===== src/rtl/bsg_fifo_ctrl_pkg.sv =====
// Shared helpers for the small 1r1w FIFO controller: pointer and count
// widths, plus the minimum legal entry count.
package bsg_fifo_ctrl_pkg;

    // Fewer than two entries would let the read and write pointers collide
    // on every cycle; the controller refuses to elaborate below this.
    localparam int min_els_lp = 2;

    // Pointer width: at least one bit even for degenerate sizes.
    function automatic int ptr_width(input int els);
        int w;
        w = $clog2(els);
        if (w < 1) begin
            w = 1;
        end
        return w;
    endfunction

    // Count width must hold the value els itself (the full condition).
    function automatic int count_width(input int els);
        return $clog2(els + 1);
    endfunction

endpackage


===== src/rtl/bsg_circular_ptr_wrap_rn.sv =====
// Circular pointer over slots_p entries with explicit wrap, so any slot
// count (not only powers of two) steps 0..slots_p-1 and back to 0.
module bsg_circular_ptr_wrap_rn
    import bsg_fifo_ctrl_pkg::*;
#(
    parameter int  slots_p      = 2,
    localparam int ptr_width_lp = ptr_width(slots_p)
) (
    input  logic                    clk_i,
    input  logic                    reset_n_i,
    input  logic                    add_i,
    output logic [ptr_width_lp-1:0] ptr_o
);

    localparam logic [ptr_width_lp-1:0] last_lp = ptr_width_lp'(slots_p - 1);

    logic [ptr_width_lp-1:0] ptr_q;
    logic [ptr_width_lp-1:0] ptr_d;

    // Advance by one on add_i, wrapping from the last slot to zero.
    always_comb begin
        ptr_d = ptr_q;
        if (add_i) begin
            ptr_d = (ptr_q == last_lp) ? '0 : ptr_q + ptr_width_lp'(1);
        end
    end

    // Pointer register, cleared asynchronously.
    always_ff @(posedge clk_i or negedge reset_n_i) begin
        if (!reset_n_i) begin
            ptr_q <= '0;
        end else begin
            ptr_q <= ptr_d;
        end
    end

    assign ptr_o = ptr_q;

endmodule


===== src/rtl/bsg_fifo_1r1w_small_ctrl.sv =====
// Ready/valid-in, valid/yumi-out controller for a small 1r1w FIFO built on
// an external bsg_mem_1r1w_synth. Owns pointers, occupancy and port strobes.
// Optional sticky protocol-error flag: define BSG_FIFO_CTRL_ERR_EN.
module bsg_fifo_1r1w_small_ctrl
    import bsg_fifo_ctrl_pkg::*;
#(
    parameter int  width_p        = 16,
    parameter int  els_p          = 2,
    localparam int ptr_width_lp   = ptr_width(els_p),
    localparam int count_width_lp = count_width(els_p)
) (
    input  logic                      clk_i,
    input  logic                      reset_n_i,

    input  logic                      v_i,
    input  logic [width_p-1:0]        data_i,
    output logic                      ready_o,

    output logic                      v_o,
    output logic [width_p-1:0]        data_o,
    input  logic                      yumi_i,

    output logic                      mem_w_v_o,
    output logic [ptr_width_lp-1:0]   mem_w_addr_o,
    output logic [width_p-1:0]        mem_w_data_o,
    output logic                      mem_w_reset_o,
    output logic                      mem_r_v_o,
    output logic [ptr_width_lp-1:0]   mem_r_addr_o,
    input  logic [width_p-1:0]        mem_r_data_i,

    output logic [count_width_lp-1:0] count_o,
    output logic                      err_o
);

    if (els_p < min_els_lp) begin : g_els_check
        $error("bsg_fifo_1r1w_small_ctrl: els_p must be at least 2");
    end

    localparam logic [count_width_lp-1:0] full_count_lp = count_width_lp'(els_p);

    logic [count_width_lp-1:0] count_q;
    logic [count_width_lp-1:0] count_d;
    logic [ptr_width_lp-1:0]   wptr_r;
    logic [ptr_width_lp-1:0]   rptr_r;
    logic                      enq;
    logic                      deq;

    // Enqueue is refused whenever full, even with a dequeue in the same
    // cycle: this keeps the write address off the live read address.
    assign ready_o = (count_q != full_count_lp);
    assign v_o     = (count_q != '0);
    assign enq     = v_i & ready_o;
    assign deq     = yumi_i & v_o;

    assign mem_w_v_o     = enq;
    assign mem_w_addr_o  = wptr_r;
    assign mem_w_data_o  = data_i;
    assign mem_w_reset_o = ~reset_n_i;
    assign mem_r_v_o     = v_o;
    assign mem_r_addr_o  = rptr_r;
    assign data_o        = mem_r_data_i;
    assign count_o       = count_q;

    bsg_circular_ptr_wrap_rn #(.slots_p(els_p)) u_wptr (
        .clk_i     (clk_i),
        .reset_n_i (reset_n_i),
        .add_i     (enq),
        .ptr_o     (wptr_r)
    );

    bsg_circular_ptr_wrap_rn #(.slots_p(els_p)) u_rptr (
        .clk_i     (clk_i),
        .reset_n_i (reset_n_i),
        .add_i     (deq),
        .ptr_o     (rptr_r)
    );

    // Occupancy: +1 on enqueue only, -1 on dequeue only, else hold.
    always_comb begin
        count_d = count_q;
        case ({enq, deq})
            2'b10:   count_d = count_q + count_width_lp'(1);
            2'b01:   count_d = count_q - count_width_lp'(1);
            default: count_d = count_q;
        endcase
    end

    // Occupancy register, cleared asynchronously.
    always_ff @(posedge clk_i or negedge reset_n_i) begin
        if (!reset_n_i) begin
            count_q <= '0;
        end else begin
            count_q <= count_d;
        end
    end

`ifdef BSG_FIFO_CTRL_ERR_EN
    logic err_q;
    logic err_d;

    // Sticky flag for dequeue-while-empty or enqueue-while-full attempts.
    always_comb begin
        err_d = err_q | (yumi_i & ~v_o) | (v_i & ~ready_o);
    end

    // Error register, only cleared by reset.
    always_ff @(posedge clk_i or negedge reset_n_i) begin
        if (!reset_n_i) begin
            err_q <= 1'b0;
        end else begin
            err_q <= err_d;
        end
    end

    assign err_o = err_q;
`else
    assign err_o = 1'b0;
`endif

endmodule


===== config.mk =====
export PLATFORM = sky130hd
export DESIGN_NAME = bsg_fifo_1r1w_small_ctrl
export DESIGN_NICKNAME = d
export VERILOG_FILES = /design/src/rtl/bsg_fifo_ctrl_pkg.sv /design/src/rtl/bsg_circular_ptr_wrap_rn.sv /design/src/rtl/bsg_fifo_1r1w_small_ctrl.sv
export SDC_FILE = /design/constraint.sdc
export NUM_CORES = 1
export LEC_CHECK = 0
export ABC_AREA = 1
export BUFFER_PORTS_ARGS = -buffer_cell sky130_fd_sc_hd__clkbuf_2
export CORE_MARGIN = 3
export CORE_UTILIZATION = 28
export CTS_CLUSTER_SIZE = 24
export DETAILED_ROUTE_END_ITERATION = 10
export GPL_ROUTABILITY_DRIVEN = 0
export MAX_ROUTING_LAYER = met4
export PLACE_DENSITY = 0.81
export SLEW_MARGIN = 10
export SYNTH_ARGS = -nofsm -noshare
export SYNTH_HDL_FRONTEND = slang
export SYNTH_HIERARCHICAL = 1
export SYNTH_SLANG_ARGS = --single-unit

===== constraint.sdc =====
create_clock -name clk_i -period 2.09 [get_ports clk_i]
set_clock_uncertainty 0.2 [all_clocks]
set_input_delay 0.418 -clock clk_i [delete_from_list [all_inputs] [get_ports clk_i]]
set_output_delay 0.418 -clock clk_i [all_outputs]
set_load 0.05 [all_outputs]

==> results of run 1 <==
[layout make-up]
type                            instances  area [µm²]  area share, %
Timing Repair Buffer                   13        70.1           19.2
Sequential cell                         4         100           27.4
Tap cell                               24        30.0           8.22
Multi-Input combinational cell         19         105           28.8
Inverter                               10        37.5           10.3
Clock buffer                            3        22.5           6.16
[timing repair]
item | 4_1_cts | 5_1_grt
hold buffers | 1 | 0
gates resized for setup | 0 | 1
setup endpoints to repair | 0 | 1
hold endpoints to repair | 4 | 0
[layer usage]
layer	wire length [µm]	up-vias
li1	-	127
met2	293	16
met4	63	0
met5	0	-
met1	253	126
met3	110	14
[worst max-delay path: stages]
cell,delay [ps]
dlygate4sd3_1,530
clkbuf_2,160
inv_1,60
buf_2,250
[flip-flops by register name, summed over array words and instances, names as in the netlist]
| register | cells |
|---|---|
| u_wptr/ptr_o | 1 |
| u_rptr/ptr_o | 1 |
| count_o | 2 |
[per-stage QoR]
step | worst slack [ps] | area (µm²) | hold slack [ps]
after floorplan | 19.5 | 498 | -77.6
after global placement | 562 | 333 | 35.1
after detailed placement | 515 | 333 | 40.0
after CTS | 11.1 | 365 | 300
after global routing | 10.5 | 365 | 325
final | 48.0 | 365 | 294
[cell usage after synthesis]
cell,n,share of area (%)
ha_1,1,2.5
inv_1,8,6.0
inv_2,2,1.5
nand2_2,3,3.8
o21a_1,1,1.5
nand2_1,10,7.5
nand4_1,1,1.3
buf_4,34,51
xnor2_1,1,1.8
dfrtp_1,4,20
nand3_2,1,2.0
conb_1,1,0.75
[logic make-up (layout without fill, tap and decap cells)]
logic type / Yosys count / after routing / share of synthesized area (%)
compound gates: 1 / 1 / 1.51
xor+xnor: 1 / 1 / 1.76
fa+ha+maj: 1 / 1 / 2.51
buf+inv: 44 / 26 / 58.8
flops: 4 / 4 / 20.1
other cells: 1 / 1 / 0.753
simple gates: 15 / 15 / 14.6
[worst max-delay path by stage]
stage | endpoint | depth (start not counted)
2_1_floorplan | v_o | 3
3_3_place_gp | mem_w_v_o | 5
3_5_place_dp | count_o[1]$_DFFE_PN0P_ | 6
4_1_cts | mem_w_reset_o | 4
5_1_grt | mem_w_reset_o | 4
6_report | mem_w_reset_o | 4
[power breakdown]
group	total, mW	leakage [nW]	switching (mW)	internal (mW)
clock network	0.0945	0.0138	0.0303	0.0641
registers	0.162	0.0479	0.0425	0.120
logic	0.538	0.155	0.414	0.124
total	0.794	0.217	0.486	0.308
==> impl_results.md, run 1 <==
* Mean post-synth cell area at around 7.4 µm²
* Synth unique cells at 12
* Die area at 2320 µm²
* Worst skew pair latency at 230 ps
* Postcts setup bufs at 0
* Critical path required time at approximately 1500 ps
* Max Freq at between 400 and 500 MHz
* Worst ir drop on vdd at roughly 0.00035 V
* Setup violators final at 0
* Share of layout cells above drive strength 1 at 42.9%
* Worst min path class: reg2reg
* Final Hold Viols at 0
* Reg-to-reg endpoint: count_o[1]$_DFFE_PN0P_
* Commonest non-fill, non-tap cell in the layout: clkbuf_2
* # H-tree levels at 1
* Status: complete, no violations
* Met2 Use GR at around 8.1%
* Total CTS buffers at 3
* PnR Total Power at between 0.7 and 0.8 mW
* Total track usage at under 10%
* CTS Sinks at 4
* Fill cell count at 181
* Routing usage on met3 at roughly 6.6%
* DR vias at 283
* Num ports at around 80
* Die span in x at 48.2 µm
* P&R area growth vs syn at -26.6%
* DPL Wire Length at between 500 and 600 µm
* Effective utilization at floorplan at between 30% and 40%
* Max FO, Critical Path at 5
* Syn Std Cell Area at about 500 µm²
* GRT busiest layer: met4
* Grt total ovfl at 0
* Most frequent cells in the layout: clkbuf_2 (11), nand2_1 (10), inv_1 (8)
* RSZ-0062 raised after global routing: false
* Hold Path Depth at 2
* Hold path startpoint: u_wptr/ptr_o$_DFFE_PN0P_
* Hold Path Sink: u_wptr/ptr_o$_DFFE_PN0P_
* Final ANT Viol Nets at 0
* Layout Cells excl Fill at 73
* Worst Setup SP: reset_n_i
* Arrival time at the worst endpoint at 1420 ps
* Vias in the first global route at 257
* DRC errors left at 0
* DRT Pass-1 Iters at 1
* Site Rows at 14
* Syn Nets at ~100
* Inst Count DP at 69
* Flops & latches, synth at 4
* Routed wire length per instance at about 9.9 µm
* Startpoint Class: primary input
* Syn. warnings at 6
* Seq/Total Area, Yosys at about a fifth
* Reg2reg start: count_o[0]$_DFFE_PN0P_
* Die Height at between 40 and 50 µm
* PortBufs at 12
* Clk pin slew, worst setup/hold paths at ~40 ps
* CTS tree: yes
* Reg2Reg Setup Slack at roughly 520 ps
* R2r worst-path depth at 6
* Pins Over Slew Limit at 0
* Largest net degree at the start of global routing at 6
* Vias/cell at roughly 3.9
* Core Util, Final at 22.9%
* N_diodes at 0
* Cells after Synth at 67
* M1 GR Usage at ~4.7%
* Final #Nets at around 90
* Initial antenna violation count at 0
* Routed WL at ~720 µm
* Critical path endpoint category: output pin
* Clk buf depth at 2
* Root Buffer: clkbuf_4
* CP Class: in2out
* First-pass GRT wire length at roughly 1000 µm
* Iteration-0 DRC Markers at 0
* Period utilization at ~100%
* LEAKAGE at roughly 0.22 nW
* Clock period minus final worst setup slack at roughly 2000 ps
* Setup TNS at 0 ps
* Core ar. at around 1600 µm²
* Cell Pwr Density at about 2200 nW/µm²
* Max-Cap Viols at 0
No activity file was read; power rests on OpenSTA's default activity.
==> run 2: changes to the inputs <==
ABC_AREA = not set   (was 1)
CORE_UTILIZATION = 26   (was 28)
PLACE_DENSITY = 0.8   (was 0.81)
==> run 2 against run 1 <==
  * Critical path depth stayed put
  * Sequential power hardly changed
  * Wire length is 25% lower
  * Combinational power is 6.5% lower
  * Setup slack worse by 7.1 ps
  * Synthesized cell count is 22% lower
  * Power is 4.3% lower
  * Utilization is 2.9 points lower
  * Non-clock buffer count stayed put
==> impl_results.md, run 2 <==
* Status: complete, no violations
* DRC errors left at 0
* Flops & latches, synth at 4
* Reg area at between 100 and 150 µm²
* Post-synth EDFFs at 0
* XOR/XNOR Fraction of Synth Area at 9.75%
* Syn Std Cell Area at approximately 450 µm²
* Setup WS post-layout at between 40 and 50 ps
* # H-tree levels at 1
* Clk pin slew, worst setup/hold paths at approximately 30 ps
* Net switching power at 0.443 mW
* Clk buf depth at 2
* CTS resizes at 0
* Die Height at 47.6 µm
* Synth unique cells at 12
* Startpoint Class: primary input
* CTS tree: yes
* Die span in x at roughly 48 µm
* Die area at 2260 µm²
* Cells after Synth at 52
* Initial antenna violation count at 0
* Int Pwr at 0.317 mW
* Post-synth top area cell: buf_4
* Arrival time at the worst endpoint at 1430 ps
* Max FO, Critical Path at 5
* RSZ-0062 raised after global routing: false
* Setup violators final at 0
* Num ports at 78
* Final ANT Viol Nets at 0
* Vias/cell at 3.66
* PnR Total Power at 0.760 mW
* Simple-gate share of the synthesized area at 5.85%
* Seq pwr share at a little over a fifth
* CTS Sinks at 4
* Mux cell area share after synthesis at 0%
* CP Class: in2out
* Worst min path class: reg2reg
* Hold Path Depth at 1
* Site Rows at 14
* LEAKAGE at 0.168 nW
* Clock period minus final worst setup slack at a little over 2000 ps
* Vias in the first global route at 199
* Syn. warnings at 6
* Switching share of power at between 50% and 60%
* Critical path endpoint category: output pin
* Number of flip-flops in the largest register at 2
* Hold Slack at roughly 260 ps
* Core Util, Final at about a fifth
* Multi-input gate area in the final layout at roughly 91 µm²
* Dpl ws at ~330 ps
* Root Buffer: clkbuf_4
* Critical path required time at between 1000 and 1500 ps
* Final Hold Viols at 0
* Final #Nets at 73
* P&R area growth vs syn at -30.6%
* Pins Over Slew Limit at 0
* Hold path startpoint: u_rptr/ptr_o$_DFFE_PN0P_
* Largest cells by area after synthesis: buf_4 (57%), dfrtp_1 (22%), xor2_1 (5.8%), xnor2_1 (3.9%), ha_1 (2.8%)
* R2r worst-path depth at 6
* Worst Setup SP: reset_n_i
* Routed wire length per instance at about 11 µm
* First-pass GRT wire length at around 870 µm
* Mean post-synth cell area at ~8.6 µm²
* Most instantiated library cell after synthesis: buf_4
* PortBufs at 12
* Total CTS buffers at 3
* Period utilization at just under 100%
* Syn Nets at 89
* Gate power share at around two thirds
* Compound-Gate Fraction of Synth Area at 0%
* Max-Cap Viols at 0
* Adder-Cell Fraction of Synth Area at around 2.8%
* DPL Wire Length at 428 µm
* Seq/Total Area, Yosys at between 20% and 30%
* Main combinational cell family by area after synthesis: buffers and inverters
* Reg2reg start: count_o[0]$_DFFE_PN0P_
* Largest net degree at the start of global routing at 6
* Ys async rst share at 100%
* Commonest non-fill, non-tap cell in the layout: clkbuf_2
* Effective utilization at floorplan at about 29%
* Cell Pwr Density at between 2000 and 2500 nW/µm²
* Worst skew pair latency at approximately 230 ps
* Clock power frac at between 10% and 20%
* Synth top area share at a little under three fifths
* Worst ir drop on vdd at between 0.0004 and 0.0005 V
* Top FF cell, synth: dfrtp_1
* Grt total ovfl at 0
* N_diodes at 0
* DR vias at 183
* Iteration-0 DRC Markers at 0
* DRT Pass-1 Iters at 1
* Routed WL at approximately 540 µm
* Share of layout cells above drive strength 1 at around 50%
* Fill cell count at 175
* Most frequent cells in the layout: clkbuf_2 (12), dfrtp_1 (4), xor2_1 (3), clkbuf_4 (3)
* Core ar. at between 1500 and 2000 µm²
* Total track usage at 6.69%
* Top post-synthesis cells by count: buf_4 (34), dfrtp_1 (4), xor2_1 (3), inv_1 (2), xnor2_1 (2)
* Max Freq at 488 MHz
* Postcts setup bufs at 0
==> run 2: through the flow <==
| stage | TNS, ps | instances | area [µm²] |
|---|---|---|---|
| 3_5_place_dp | 0 | 46 | 279 |
| 5_1_grt | 0 | 50 | 312 |
| 3_3_place_gp | 0 | 46 | 279 |
| 2_1_floorplan | -63.7 | 52 | 454 |
| 4_1_cts | 0 | 50 | 312 |
| 6_report | 0 | 50 | 312 |
==> run 2: worst paths after layout <==
check,end,slack (ps)
worst max register to register,count_o[1]$_DFFE_PN0P_,330
worst min register to register,u_rptr/ptr_o$_DFFE_PN0P_,260
min in group asynchronous,count_o[1]$_DFFE_PN0P_,340
worst min-delay path,u_rptr/ptr_o$_DFFE_PN0P_,260
worst max-delay path,mem_w_reset_o,40
max in group asynchronous,u_rptr/ptr_o$_DFFE_PN0P_,1230
==> run 2: area by class of cell <==
class | instances | share of cell area, %
inverters | 2 | 2.41
flip-flops and latches | 4 | 32.1
clock buffers | 3 | 7.23
repair buffers | 13 | 22.5
well taps | 16 | 6.43
multi-input cells | 12 | 29.3
==> run 2: power groups by stage <==
stage / registers, mW / logic [mW] / clock network, mW
finish: 0.164 / 0.503 / 0.0933
global route: 0.171 / 0.539 / 0.115
CTS: 0.164 / 0.511 / 0.0996
detailed placement: 0.165 / 0.508 / 0
global placement: 0.165 / 0.508 / 0
floorplan: 0.302 / 0.445 / 0
==> run 2: cell families after synthesis <==
family	Yosys count
xor gates and xnor gates	5
adders and majority gates	1
buffers and inverters	36
DFF	4
other	1
and+or+nand+nor	5
==> run 2: what timing repair did <==
action	CTS	global route
endpoints found under the setup margin	0	0
hold buffers	1	0
hold endpoints to repair	4	0
==> run 2: layer usage <==
| layer | GRT usage, % | vias up | wire length, µm |
|---|---|---|---|
| met2 | 8.02 | 6 | 268 |
| met5 | - | - | 0 |
| met3 | 4.89 | 2 | 99 |
| li1 | - | 83 | - |
| met4 | 10.2 | 0 | 5 |
| met1 | 5.17 | 92 | 166 |
==> run 2: worst max-delay path, cell delays in order <==
cell and delay [ps]:
dlygate4sd3_1 540, clkbuf_2 150, inv_1 60, clkbuf_2 260
